## src/rtl/classificador_digito.sv

```systemverilog
// Digit classifier: sweeps the 121 pixel differences of each of ten templates,
// keeps the lowest per-digit score and reports the winning digit or "no match".
module classificador_digito #(
    parameter logic [14:0] LIMIAR = 15'd20000
) (
    input  logic        clock,
    input  logic        reset_n,
    input  logic        start,
    input  logic [7:0]  diff_in,
    output logic [3:0]  sel_digito,
    output logic [3:0]  sel_linha,
    output logic [3:0]  sel_coluna,
    output logic        ocupado,
    output logic        valido,
    output logic [3:0]  digito,
    output logic [14:0] pontuacao
);

    typedef enum logic [1:0] {
        IDLE = 2'd0,
        SCAN = 2'd1,
        DONE = 2'd2
    } state_t;

    state_t      state_r;
    state_t      state_s;
    logic [14:0] acc_r;
    logic [14:0] min_r;
    logic [3:0]  best_r;
    logic [14:0] total_s;
    logic [14:0] min_s;
    logic [3:0]  best_s;
    logic        end_col_s;
    logic        end_dig_s;
    logic        last_s;

    // Next state plus the running-minimum update that includes the pixel being sampled now
    always_comb begin
        state_s   = state_r;
        total_s   = acc_r + {7'd0, diff_in};
        end_col_s = (state_r == SCAN) && (sel_coluna == 4'd10);
        end_dig_s = end_col_s && (sel_linha == 4'd10);
        last_s    = end_dig_s && (sel_digito == 4'd9);
        min_s     = min_r;
        best_s    = best_r;
        if (end_dig_s && (total_s < min_r)) begin
            min_s  = total_s;
            best_s = sel_digito;
        end else begin
            min_s  = min_r;
            best_s = best_r;
        end
        case (state_r)
            IDLE: begin
                if (start) begin
                    state_s = SCAN;
                end else begin
                    state_s = IDLE;
                end
            end
            SCAN: begin
                if (last_s) begin
                    state_s = DONE;
                end else begin
                    state_s = SCAN;
                end
            end
            DONE:    state_s = IDLE;
            default: state_s = IDLE;
        endcase
    end

    // State, pixel walk, score accumulation and registered result outputs
    always_ff @(posedge clock or negedge reset_n) begin
        if (!reset_n) begin
            state_r    <= IDLE;
            sel_digito <= 4'd0;
            sel_linha  <= 4'd0;
            sel_coluna <= 4'd0;
            acc_r      <= 15'd0;
            min_r      <= 15'h7FFF;
            best_r     <= 4'd0;
            ocupado    <= 1'b0;
            valido     <= 1'b0;
            digito     <= 4'hF;
            pontuacao  <= 15'h7FFF;
        end else begin
            state_r <= state_s;
            ocupado <= (state_s == SCAN);
            valido  <= (state_s == DONE);
            case (state_r)
                IDLE: begin
                    sel_digito <= 4'd0;
                    sel_linha  <= 4'd0;
                    sel_coluna <= 4'd0;
                    if (start) begin
                        acc_r  <= 15'd0;
                        min_r  <= 15'h7FFF;
                        best_r <= 4'd0;
                    end
                end
                SCAN: begin
                    min_r  <= min_s;
                    best_r <= best_s;
                    acc_r  <= end_dig_s ? 15'd0 : total_s;
                    if (end_col_s) begin
                        sel_coluna <= 4'd0;
                        if (end_dig_s) begin
                            sel_linha  <= 4'd0;
                            sel_digito <= last_s ? 4'd0 : sel_digito + 4'd1;
                        end else begin
                            sel_linha <= sel_linha + 4'd1;
                        end
                    end else begin
                        sel_coluna <= sel_coluna + 4'd1;
                    end
                    // Result is published on the same edge that samples the last pixel
                    if (last_s) begin
                        pontuacao <= min_s;
                        digito    <= (min_s <= LIMIAR) ? best_s : 4'hF;
                    end
                end
                DONE: begin
                    sel_digito <= 4'd0;
                    sel_linha  <= 4'd0;
                    sel_coluna <= 4'd0;
                end
                default: begin
                    sel_digito <= 4'd0;
                    sel_linha  <= 4'd0;
                    sel_coluna <= 4'd0;
                end
            endcase
        end
    end

endmodule

```

## config.mk

```make
export PLATFORM = sky130hd
export DESIGN_NAME = classificador_digito
export DESIGN_NICKNAME = d
export VERILOG_FILES = /design/src/rtl/classificador_digito.sv
export SDC_FILE = /design/constraint.sdc
export NUM_CORES = 1
export LEC_CHECK = 0
export BUFFER_PORTS_ARGS = -buffer_cell sky130_fd_sc_hd__buf_4
export CAP_MARGIN = 20
export CELL_PAD_IN_SITES_DETAIL_PLACEMENT = 0
export CELL_PAD_IN_SITES_GLOBAL_PLACEMENT = 2
export CORE_ASPECT_RATIO = 2
export CORE_UTILIZATION = 37
export CTS_CLUSTER_DIAMETER = 40
export DETAILED_ROUTE_END_ITERATION = 8
export MAX_ROUTING_LAYER = met4
export PLACE_DENSITY = 0.83
export SLEW_MARGIN = 20
export SYNTH_ARGS = -nofsm -noshare
export SYNTH_HDL_FRONTEND = slang
export SYNTH_SLANG_ARGS = --single-unit
```

## constraint.sdc

```tcl
create_clock -name clock -period 5.2 [get_ports clock]
set_input_delay 0.26 -clock clock [delete_from_list [all_inputs] [get_ports clock]]
set_output_delay 0.26 -clock clock [all_outputs]
set_load 0.03 [all_outputs]
```

==> metrics.csv <==
stage,metric,value,unit
synthesis,synth_edf_count,0,
synthesis,ys_warn_count,0,
final_layout,diodes,0,
cts,root_buffer,clkbuf_16,
route,drc,0,
die,fp.dieW,75.13,microns
synthesis,syn_inst,420,
synthesis,synth_compound_area_frac,0.2121,
cts,ctsLongestPathBuffers,2,
placement,port_buffers,43,
power,vdd_ir_drop_max,0.2563,mV
route,via_per_inst,5.361,
die,rows,53,
route,wirelength,10.13,mm
synthesis,synth_top_family_by_area,compound AO/OA/AOI/OAI gates,
worst_setup_path,worstReg2RegStart,acc_r[0]$_DFFE_PN0P_,
cts,cts_setup_buffers,0,
synthesis,avgSynthCellArea,9.423,sq um
timing,worst_slew_margin_rel,0.2077,
synthesis,synthAdderAreaFrac,0.09358,
timing,clock_skew,0.006673,ns
final_layout,mostFrequentLayoutCells,"nor2_1 (51), buf_4 (50), nand2_1 (48), dfrtp_1 (35), dfstp_2 (34)",
final_layout,drive_above_1_share,0.2340,
worst_setup_path,worst_setup_path_end_kind,register,
grt,grt_overflow,0,
worst_setup_path,rrSetupSlack,0.41,ns
route,ant_nets,0,
final_layout,areaGrowthSynthToFinish,20.74,%
cts,cts_made_buffers,9,
synthesis,synth_area_leader_cell,dfstp_2,
timing,fin_crit_sh,0.9217,
worst_setup_path,rr_worst_depth,19,
worst_setup_path,start_kind,register,
cts,cts_tree,built,
placement,gp_congestion,0.8950,
timing,grt_setup_unrepaired,false,
timing,tightest_slew,1.184,ns
outcome,outcome,finished clean,
synthesis,ys.flop_type,dfrtp_1,
placement,placed_cell_area,4425,sq um
power,powerDensity,498.9,nW/um^2
cts,clkTransAtPathRegs,0.06,ns
synthesis,yosys.area.top_type_share,0.2257,
timing,setup_violations,0,
die,core,10480,sq um
placement,dp_hpwl,7.451,mm
synthesis,syn_nets,460,
worst_setup_path,critPathKind,reg -> reg,
synthesis,async_flop_share,1.000,
timing,drv_slew,0,
final_layout,final_common_cell,nor2_1,
die,initial_core_util,0.3777,
route,wl_per_cell,16.68,microns
worst_setup_path,crit_arrival,5.04,ns
die,pin_count,44,
route,dr.first_iter.drc_count,180,
synthesis,ys_ff_latch,69,
timing,fmax,0.2087,GHz
cts,cts_num_sinks,69,
cts,clk_latency,0.34,ns
synthesis,synthXorXnorAreaFrac,0.02656,
synthesis,netlist_area,3958,sq um
route,vias,3254,
worst_setup_path,path_max_fanout,9,
power,p_leak,2.336,nW
timing,fin_crit,4.793,ns
grt,grt_max_degree,70,
grt,antenna_found_initial,0,
grt,grt_pass1_wl,16.42,mm
route,drt-pass1-iter-count,4,
timing,final_hold_viol_count,0,
synthesis,synth_area_leaders,"dfstp_2 (23%), dfrtp_1 (22%), ha_1 (8.9%)",
final_layout,nets,505,
grt,grt_usage,0.2052,
final_layout,fill_cells,1090,
die,die-area,11140,sq um
timing,finalSetupTns,0,ns
synthesis,ys_types,57,
job,maxCapViolCount,0,
die,die_y,148.3,microns
worst_setup_path,r2r-end,digito[3]$_DFFE_PN1P_,
min_path,hold_path.class,in -> async,
synthesis,yosysSeqAreaShare,0.4470,
final_layout,fin_area,4778,sq um
grt,grt_pass1_vias,3314,
worst_setup_path,worstPathRequired,5.45,ns
cts,cts-htree-levels,3,
synthesis,synth.area.mux_share,0.005058,
synthesis,synthSimpleGateAreaFrac,0.1710,
==> critical path, cell delays in order (launching register included) <==
cell and delay [ns]:
dfrtp_1 0.38, ha_1 0.21, fa_1 0.41, a21o_1 0.22, a22oi_2 0.21, a21boi_1 0.19
and3_1 0.28, xnor2_2 0.22, inv_1 0.07, ha_1 0.29, and2_0 0.16, a221o_1 0.36
a2111oi_2 0.48, o21a_1 0.23, buf_4 0.19, nor2_1 0.06, and3_1 0.14, o22ai_1 0.18
o22ai_2 0.17, a31oi_1 0.22
==> final cells by class <==
cell class	count	area, sq um	share of cell area
inverters	26	97.59	0.02042
flip-flops and latches	69	1769	0.3703
multi-input cells	309	2024	0.4237
clock inverters	6	111.4	0.02330
clock buffers	10	229.0	0.04792
repair buffers	50	375.4	0.07855
well taps	137	171.4	0.03587
==> through the flow <==
stage	setup WS [ns]	std cells	total power [mW]	utilization	hold slack [ns]
floorplan	0.8956	420	1.399	-	-0.03559
detailed placement	0.2838	591	1.677	0.4224	0.4461
global route	0.07993	607	2.555	0.4561	0.1403
global placement	0.3999	591	1.665	0.4224	0.4337
CTS	0.2341	607	2.396	0.4549	0.09247
finish	0.4073	607	2.384	0.4561	0.05573
==> worst max-delay path by stage <==
stage               slack, ns               endpoint  cells after the start                 start
finish                   0.41  digito[3]$_DFFE_PN1P_                     19  acc_r[0]$_DFFE_PN0P_
global route             0.08  digito[2]$_DFFE_PN1P_                     19  acc_r[0]$_DFFE_PN0P_
CTS                      0.23  digito[3]$_DFFE_PN1P_                     19  acc_r[0]$_DFFE_PN0P_
detailed placement       0.28  digito[2]$_DFFE_PN1P_                     20            diff_in[0]
global placement         0.40  digito[2]$_DFFE_PN1P_                     20            diff_in[0]
floorplan                0.90  digito[2]$_DFFE_PN1P_                     18  acc_r[0]$_DFFE_PN0P_
==> per-layer routing <==
| metal | routed length [microns] | GRT usage | up-vias |
|---|---|---|---|
| met4 | 225 | 0.09074 | 0 |
| met5 | 0 | - | - |
| met3 | 235 | 0.03252 | 17 |
| li1 | - | - | 1587 |
| met2 | 5611 | 0.3577 | 60 |
| met1 | 4055 | 0.2227 | 1590 |
==> cell families (layout without fill, tap and decap cells) <==
logic type,after synthesis,count (layout)
simple gates,146,146
compound gates,120,120
flops,69,69
buf+inv,42,92
fa+ha+maj,29,29
xor+xnor,12,12
mux,2,2
==> registers in the layout, summed over array words and instances (netlist names), 4 cells and up <==
name	count
best_r	4
digito	4
pontuacao	15
acc_r	15
sel_linha	4
sel_digito	4
min_r	15
sel_coluna	4
==> where the power goes <==
part / total (mW) / internal (mW) / switching, mW
clock network: 0.707 / 0.468 / 0.239
registers: 0.741 / 0.638 / 0.102
logic: 0.936 / 0.380 / 0.557
total: 2.38 / 1.49 / 0.897
==> repair_timing <==
| action | in CTS | in global routing |
|---|---|---|
| endpoints found under the setup margin | 0 | 4 |
| hold buffers | 0 | 0 |
| resized for setup | 0 | 2 |
==> cell usage after synthesis (3+ instances only) <==
cell type  number
dfrtp_1        35
a21boi_0        3
nand3_1         5
o21ai_0        25
xnor2_1         6
a221o_1         3
xor2_1          6
clkbuf_1       10
nor2_1         51
a22o_1         12
a31oi_1         6
inv_1          26
nor3_1         10
a21oi_1        29
a22oi_1         5
nor4_1          4
buf_2           3
ha_1           28
dfstp_2        34
o31ai_1         7
nor2b_1         3
nand2_1        48
a21o_1          8
and3_1          4
nand4_1         6
nand2b_1        4
(Power assumes the default switching activity.)
